===== src/rtl/instruction_memory_controller_pkg.sv =====
// instruction_memory_controller_pkg: shared instruction/address types and the per-channel controller state.
package instruction_memory_controller_pkg;
    localparam int INSTRUCTION_WIDTH         = 32;
    localparam int INSTRUCTION_ADDRESS_WIDTH = 16;
    typedef logic [INSTRUCTION_WIDTH-1:0]         instruction_t;
    typedef logic [INSTRUCTION_ADDRESS_WIDTH-1:0] instruction_memory_address_t;
    typedef enum logic [1:0] {IDLE, READ_WAITING, RELAYING} controller_state_t;
endpackage


===== src/rtl/instruction_memory_controller.sv =====
// instruction_memory_controller: round-robin fetch arbiter between warp fetchers and memory read channels.
// Ports:
//   clk, reset (async, active-low)
//   consumer_read_valid/address  in  per-warp fetch requests
//   consumer_read_ready/data     out one-cycle completion pulse with instruction
//   mem_read_valid/address       out per-channel memory request (registered)
//   mem_read_ready/data          in  per-channel memory completion
module instruction_memory_controller
    import instruction_memory_controller_pkg::*;
#(
    parameter int NUM_CONSUMERS = 4,
    parameter int NUM_CHANNELS  = 1
) (
    input  logic                        clk,
    input  logic                        reset,
    input  logic [NUM_CONSUMERS-1:0]    consumer_read_valid,
    input  instruction_memory_address_t consumer_read_address [NUM_CONSUMERS],
    output logic [NUM_CONSUMERS-1:0]    consumer_read_ready,
    output instruction_t                consumer_read_data [NUM_CONSUMERS],
    output logic [NUM_CHANNELS-1:0]     mem_read_valid,
    output instruction_memory_address_t mem_read_address [NUM_CHANNELS],
    input  logic [NUM_CHANNELS-1:0]     mem_read_ready,
    input  instruction_t                mem_read_data [NUM_CHANNELS]
);
    localparam int PW = NUM_CONSUMERS > 1 ? $clog2(NUM_CONSUMERS) : 1;

    controller_state_t           r_state [NUM_CHANNELS];
    logic [NUM_CONSUMERS-1:0]    r_owner [NUM_CHANNELS];
    instruction_t                r_data [NUM_CHANNELS];
    instruction_memory_address_t r_addr [NUM_CHANNELS];
    logic [NUM_CHANNELS-1:0]     r_mem_valid;
    logic [NUM_CHANNELS-1:0]     r_pulse;
    logic [PW-1:0]               r_ptr;

    logic [NUM_CONSUMERS-1:0]    w_busy;
    logic [NUM_CONSUMERS-1:0]    w_grant [NUM_CHANNELS];
    instruction_memory_address_t w_grant_addr [NUM_CHANNELS];
    logic [PW-1:0]               w_idx;
    logic [PW-1:0]               w_next_ptr;

    // Consumers owned by a non-idle channel are busy; each idle channel then
    // adds its own grant so higher channels never pick the same consumer.
    always_comb begin
        w_busy     = '0;
        w_next_ptr = r_ptr;
        w_idx      = '0;
        for (int c = 0; c < NUM_CHANNELS; c++)
            if (r_state[c] != IDLE) w_busy = w_busy | r_owner[c];
        for (int c = 0; c < NUM_CHANNELS; c++) begin
            w_grant[c]      = '0;
            w_grant_addr[c] = '0;
            if (r_state[c] == IDLE) begin
                // Scan from the far end so the candidate nearest the pointer is written last and wins.
                for (int k = NUM_CONSUMERS - 1; k >= 0; k--) begin
                    w_idx = PW'((int'(r_ptr) + k) % NUM_CONSUMERS);
                    if (consumer_read_valid[w_idx] && !w_busy[w_idx]) begin
                        w_grant[c]        = '0;
                        w_grant[c][w_idx] = 1'b1;
                        w_grant_addr[c]   = consumer_read_address[w_idx];
                        w_next_ptr        = PW'((int'(w_idx) + 1) % NUM_CONSUMERS);
                    end
                end
            end
            w_busy = w_busy | w_grant[c];
        end
    end

    always_ff @(posedge clk or negedge reset) begin
        if (!reset) begin
            r_ptr       <= '0;
            r_mem_valid <= '0;
            r_pulse     <= '0;
            for (int c = 0; c < NUM_CHANNELS; c++) begin
                r_state[c] <= IDLE;
                r_owner[c] <= '0;
                r_data[c]  <= '0;
                r_addr[c]  <= '0;
            end
        end else begin
            r_ptr <= w_next_ptr;
            for (int c = 0; c < NUM_CHANNELS; c++) begin
                r_pulse[c] <= 1'b0;
                case (r_state[c])
                    IDLE: if (|w_grant[c]) begin
                        r_mem_valid[c] <= 1'b1;
                        r_addr[c]      <= w_grant_addr[c];
                        r_owner[c]     <= w_grant[c];
                        r_state[c]     <= READ_WAITING;
                    end
                    READ_WAITING: if (mem_read_ready[c]) begin
                        r_data[c]      <= mem_read_data[c];
                        r_mem_valid[c] <= 1'b0;
                        r_pulse[c]     <= 1'b1;
                        r_state[c]     <= RELAYING;
                    end
                    // Hold ownership until the consumer lowers valid so a held request is served once.
                    RELAYING: if (!(|(consumer_read_valid & r_owner[c]))) r_state[c] <= IDLE;
                    default: r_state[c] <= IDLE;
                endcase
            end
        end
    end

    always_comb begin
        consumer_read_ready = '0;
        for (int i = 0; i < NUM_CONSUMERS; i++) consumer_read_data[i] = '0;
        for (int c = 0; c < NUM_CHANNELS; c++)
            for (int i = 0; i < NUM_CONSUMERS; i++)
                if (r_pulse[c] && r_owner[c][i]) begin
                    consumer_read_ready[i] = 1'b1;
                    consumer_read_data[i]  = r_data[c];
                end
    end

    assign mem_read_valid   = r_mem_valid;
    assign mem_read_address = r_addr;
endmodule


===== config.mk =====
export PLATFORM = sky130hd
export DESIGN_NAME = instruction_memory_controller
export DESIGN_NICKNAME = d
export VERILOG_FILES = /design/src/rtl/instruction_memory_controller_pkg.sv /design/src/rtl/instruction_memory_controller.sv
export SDC_FILE = /design/constraint.sdc
export NUM_CORES = 1
export LEC_CHECK = 0
export CORE_AREA = 2 2 121 123
export DETAILED_ROUTE_END_ITERATION = 10
export DIE_AREA = 0 0 123 125
export HOLD_SLACK_MARGIN = 0.15
export PLACE_DENSITY = 0.81
export SKIP_LAST_GASP = 1
export SLEW_MARGIN = 10
export SYNTH_ARGS = -nofsm -noshare
export SYNTH_HDL_FRONTEND = slang
export SYNTH_SLANG_ARGS = --single-unit

===== constraint.sdc =====
create_clock -name clk -period 3.85 [get_ports clk]
set_clock_uncertainty 0.15 [all_clocks]
set_input_delay 0.385 -clock clk [delete_from_list [all_inputs] [get_ports clk]]
set_output_delay 0.385 -clock clk [all_outputs]
set_load 0.01 [all_outputs]

==> flow_summary.toml, run 1 <==
[routing]
vias_per_cell = 5.42
vias = 5407
dr.pass1.iters = 4
drt_iter0_drc = 376
routed_wirelength_mm = 17.0
wire_per_inst_um = 17.0
drc = 0
detail-route-antenna-nets = 0

[cts]
cts_setup_buffers = 0
htree_levels = 3
cts_resized = 0
insertion_delay_ps = 320
cts_tree = "yes"
clkTransAtPathRegs_ps = 60
cts.path.max_buffers = 2
cts_hold_buffers = 1
cts.sinks = 58
numCtsBuffers = 9
root_buffer = "clkbuf_16"

[floorplan]
core_region_area_um2 = 14200
ioPinCount = 252
rows = 44
start_util_pct = 35.7
die_y_um = 125
die_area_um2 = 15400
die_w_um = 123

[yosys]
netlist_area_um2 = 5070
ys_seq_elements = 58
yosysWarnings = 0
syn_nets = 699
synth_simple_gate_area_share_pct = 26.9
synth-compound-area-share_pct = 14.5
synthMuxAreaShare_pct = 22.1
syn_avg_cell_area_um2 = 8.56
synth-async-reset-ratio_pct = 100
yosys.area_share.adder_pct = 0.988
synth-edff-count = 0
synth-xor-area-share_pct = 0.519
synth_cell_types = 47
synthFlopType = "dfrtp_1"
postSynthCellCount = 592
ys_seq_area_share_pct = 28.6
synth_top_family_by_area = "simple AND/OR/NAND/NOR gates"

[critical_path]
rr_worst_depth = 8
crit_arrival_ps = 3170
r2r-end = "mem_read_address[9]"
crit_fanout = 18
end_kind = "flop"
worstSetupPathType = "reg2reg"
crit_start = "r_ptr[0]"
cp-start-kind = "flop"
required_ps = 3910
r2r_slack_ps = 740
worstReg2RegStart = "r_ptr[0]"

[global_routing]
grt_max_degree = 107
grt_pass1_wl_mm = 26.8
overflow = 0
grt_pass1_vias = 5013
grt_usage_pct = 21.8
antenna_found_initial = 0

[worst_hold_path]
min_path_cells = 1
hp-class = "reg2reg"
hold_end = "mem_read_valid"
holdCritStartpoint = "mem_read_valid"

[place]
gp_congestion = 0.883
port_buffers = 251
hpwl_mm = 12.6

[power_and_ir_drop]
cellLeakagePower_nw = 3.82
ir_worst_vdd_mv = 0.435
cellPowerDensity_nw_per_um2 = 776

[sta]
tightest_slew_ps = 1060
period_needed_ps = 3110
rsz0062_at_grt = "false"
drv_slew = 0
final.setup.tns_ps = 0
fin_crit_sh_pct = 80.8
fmaxAchievable_mhz = 321
setup_viol = 0
maxSlewHeadroom_pct = 29.0
holdWs_ps = 348
hold_viol = 0

[job]
max-cap-violations = 0

[finish]
nets = 916
num_antenna_cells = 0
area.growth.synth_to_final_pct = 57.9
drive_gt1_share_pct = 8.97

[run_status]
status = "finished clean"
## cell type report
class                      instances  area [um2]
fill                            1300        6200
multi-input combinational        458        3310
timing repair buffer             268        2650
sequential                        58        1460
clock buffer                      10         239
tap                              184         230
clock inverter                     6        66.3
inverter                          14        52.6
## flip-flops by register name, summed over array words and instances, names as in the netlist
name,count
mem_read_address,16
mem_read_valid,1
r_data,32
r_owner,4
r_ptr,2
r_pulse,1
r_state,2
## power breakdown
group | leakage [nW] | internal, W | switching, W
sequential | 0.708 | 0.000940 | 0.000395
clock | 0.141 | 0.000518 | 0.000285
combinational | 2.97 | 0.00200 | 0.00208
## stage by stage
| step | instance area, um2 | power (W) | setup WS [ps] | util, % | cells |
|---|---|---|---|---|---|
| after CTS | 8000 | 0.00625 | 747 | 56.3 | 998 |
| final | 8000 | 0.00621 | 738 | 56.3 | 998 |
| after global routing | 8000 | 0.00670 | 577 | 56.3 | 998 |
| after floorplan | 5070 | 0.00418 | 231 | - | 592 |
| after global placement | 7690 | 0.00531 | 622 | 54.1 | 981 |
| after detailed placement | 7690 | 0.00543 | 546 | 54.1 | 981 |
## cells in the mapped netlist, types with 3 or more instances
cell type  instances  share of area [%]
mux4_2            14                6.2
buf_2             11                1.1
o221ai_1          18                3.1
and3_1           128                 16
clkbuf_1          42                3.1
ha_1               4               0.99
nand3_1            3               0.30
mux2_2             3               0.67
a22o_1            10                1.7
a32oi_2            3               0.96
dfrtp_1           58                 29
mux2_4             9                2.7
o31a_1             3               0.52
mux2i_1           62                 12
buf_1              5               0.37
o21ai_0           23                2.3
nand2_1          111                8.2
and2_1             4               0.49
a21oi_1            4               0.40
inv_1             14                1.0
nor2_1             8               0.59
a221oi_1           5               0.86
o22ai_1           15                1.9
xnor2_1            3               0.52
nor2b_1            3               0.37
## cell usage in the layout, fill, tap and decap left out, types with 3 or more instances in the layout
master	Yosys	routed
mux2_2	3	3
mux2_4	9	9
clkbuf_16	0	9
and2_1	4	4
a221oi_1	5	5
nor2b_1	3	3
mux4_2	14	14
nand2_1	111	111
o31a_1	3	3
inv_1	14	14
a32oi_2	3	3
nor2_1	8	8
nand3_1	3	3
and3_1	128	128
a22o_1	10	10
dfrtp_1	58	56
o22ai_1	15	15
mux2i_1	62	61
a21oi_1	4	4
clkdlybuf4s50_1	0	250
o21ai_0	23	23
xnor2_1	3	3
clkinvlp_4	0	3
buf_4	2	15
ha_1	4	4
o221ai_1	18	18
## how the worst max path moves through the flow
stage                            to  cells after the start
2_1_floorplan  mem_read_address[12]                     14
4_1_cts         mem_read_address[0]                      8
3_5_place_dp    mem_read_address[9]                     10
6_report        mem_read_address[9]                      8
3_3_place_gp   mem_read_address[10]                     10
5_1_grt        mem_read_address[10]                      8
## worst max-delay path: stages (launching register included)
cell and delay, ps:
dfrtp_4 530, inv_1 120, ha_1 510, mux2i_2 420
nor2_2 90, nand2_1 470, o221ai_1 230, a22o_1 230
mux2_4 250
## per-layer routing
metal / vias up / part of all wire, % / track usage, %
met5: - / 0 / 0
met4: 0 / 2.1 / 6.35
met3: 24 / 9.5 / 6.84
met2: 226 / 48 / 36.3
met1: 2551 / 40 / 27.1
li1: 2606 / - / -
## cell families (layout without fill, tap and decap cells)
| logic type | Yosys count | in the layout |
|---|---|---|
| fa+ha+maj | 4 | 4 |
| compound gates | 97 | 97 |
| xor+xnor | 3 | 3 |
| mux | 89 | 89 |
| simple gates | 265 | 265 |
| buf+inv | 76 | 298 |
| flops | 58 | 58 |
(Power assumes the default switching activity.)
==> inputs of run 2 (changes only) <==
Clock period 3.85 ns to 2.84 ns, I/O delays scaled along.
==> flow_summary.toml, run 2 (synthesis gave the netlist of run 1 again) <==
[cts]
clkTransAtPathRegs_ps = 50
htree_levels = 3
cts_tree = "yes"
insertion_delay_ps = 320
numCtsBuffers = 9
root_buffer = "clkbuf_16"
cts.sinks = 58
cts.path.max_buffers = 2

[critical_path]
path_delay_family = "compound AO/OA/AOI/OAI gates"
crit_fanout = 6
max_stage_delay_ps = 520
crit_arrival_ps = 2840
required_ps = 2890
worstSetupPathType = "reg2reg"
cp-start-kind = "flop"
rr_worst_depth = 9
end_kind = "flop"
crit_path_frequent_cell = "mux2_4"
slowest_stage = "dfrtp_4"
crit_cells = 9
cp.buffers_inverters = 2
path_cells = "o21ba_4 > a211oi_2 > mux2_4 > buf_6 > a221o_1 > a32oi_2 > nand4_4 > clkbuf_16 > mux2_4"

[finish]
nFillCells = 1232
largest_register_ffs = 32
regArea_um2 = 1460
final_core_util_pct = 58.6
nets = 943
num_antenna_cells = 0
top_register = "r_data"
layout_commonest_cell = "clkdlybuf4s50_1"
area.growth.synth_to_final_pct = 64.3
final_cell_mix = "250 x clkdlybuf4s50_1, 128 x and3_1, 110 x nand2_1"
multiInputGateArea_um2 = 3370
drive_gt1_share_pct = 12.5

[global_routing]
overflow = 0
antenna_found_initial = 1
grt_pass1_wl_mm = 26.8
grt_usage_pct = 22.1
grt_pass1_vias = 5043
grt_max_degree = 104

[routing]
drc = 0
met3_length_mm = 1.47
wire_per_inst_um = 17.3
drt_iter0_drc = 419
detail-route-antenna-nets = 0
met1Wirelength_mm = 7.27
vias = 5566
vias_per_cell = 5.43
routed_wirelength_mm = 17.7
dr.pass1.iters = 5
top_layer = "met5"
met2_length_mm = 8.69

[sta]
fmaxAchievable_mhz = 359
hold_viol = 0
setup_viol = 0
period_needed_ps = 2780
holdWs_ps = 340
fin_crit_sh_pct = 98.0
drv_slew = 0
maxSlewHeadroom_pct = 50.3
tightest_slew_ps = 745

[power_and_ir_drop]
p_sw_w = 0.00400
p_seq_share_pct = 19.2
cellLeakagePower_nw = 3.99
clock_power_share_pct = 11.7
internal_power_w = 0.00529
swShare_pct = 43.0
power_frac_comb_pct = 69.1
cellPowerDensity_nw_per_um2 = 1120
ir_worst_vdd_mv = 0.581

[run_status]
status = "finished clean"

[floorplan]
die_y_um = 125
die_area_um2 = 15400
core_region_area_um2 = 14200
rows = 44
start_util_pct = 35.7
die_w_um = 123
ioPinCount = 252

[worst_hold_path]
hp-class = "in2reg"
min_path_cells = 3

[job]
max-cap-violations = 0

[place]
port_buffers = 251
hpwl_mm = 13.0
gp_congestion = 0.895
[run 2: cell count changes in the layout (fill, tap and decap cells not counted), sizes merged]
cell	previous run	this run
clkinv	2	1
clkinvlp	3	0
clkbuf	10	16
buf	17	42
[run 2: per-stage QoR]
| stage | setup TNS, ps | setup WS (ps) | area (um2) | total power, W | cells |
|---|---|---|---|---|---|
| 4_1_cts | 0 | 39.2 | 8250 | 0.00898 | 1022 |
| 2_1_floorplan | -225 | -28.2 | 5140 | 0.00581 | 592 |
| 6_report | 0 | 56.6 | 8330 | 0.00929 | 1025 |
| 5_1_grt | -19.2 | -11.8 | 8330 | 0.00992 | 1025 |
| 3_5_place_dp | -1500 | -130 | 7930 | 0.00784 | 1005 |
| 3_3_place_gp | -28.7 | -5.24 | 7930 | 0.00769 | 1005 |
[run 2: final timing paths]
kind	from	slack, ps	end
setup / recovery	r_ptr[0]	60	mem_read_address[8]
max in group asynchronous	reset	1310	r_ptr[0]
setup reg to reg	r_ptr[0]	60	mem_read_address[8]
hold reg to reg	mem_read_valid	350	mem_read_valid
min in group asynchronous	reset	440	r_data[6]
hold / removal	mem_read_data[30]	340	r_data[30]
[run 2: power groups by stage]
stage	Sequential (W)	Clock, W	Combinational (W)
finish	0.00179	0.00109	0.00641
global route	0.00184	0.00116	0.00692
CTS	0.00176	0.00112	0.00610
detailed placement	0.00177	0	0.00607
global placement	0.00176	0	0.00592
floorplan	0.00157	0	0.00424
[run 2: repair_timing]
item,in CTS,in global routing
endpoints found under the setup margin,8,12
cloned,0,1
setup buffers,0,2
resized for setup,1,10
hold buffers,1,0
endpoints found under the hold margin,31,0
pin swaps,0,5
[run 2: routing by layer]
layer	vias up	track usage [%]
li1	2657	-
met1	2622	27.2
met2	264	37.6
met3	21	4.70
met4	2	8.29
met5	-	0
[run 2: worst register-to-register path, stage by stage, from the launching register on]
cell and delay, ps:
dfrtp_4 520, o21ba_4 250, a211oi_2 70, mux2_4 310, buf_6 130, a221o_1 320, a32oi_2 230, nand4_4 190
clkbuf_16 210, mux2_4 290
[run 2: layout make-up]
class	count	share of cell area, %
Clock buffer	14	3.17
Clock inverter	2	0.421
Inverter	14	0.691
Timing Repair Buffer	295	34.9
Sequential cell	58	17.5
Tap cell	184	2.77
Multi-Input combinational cell	458	40.5
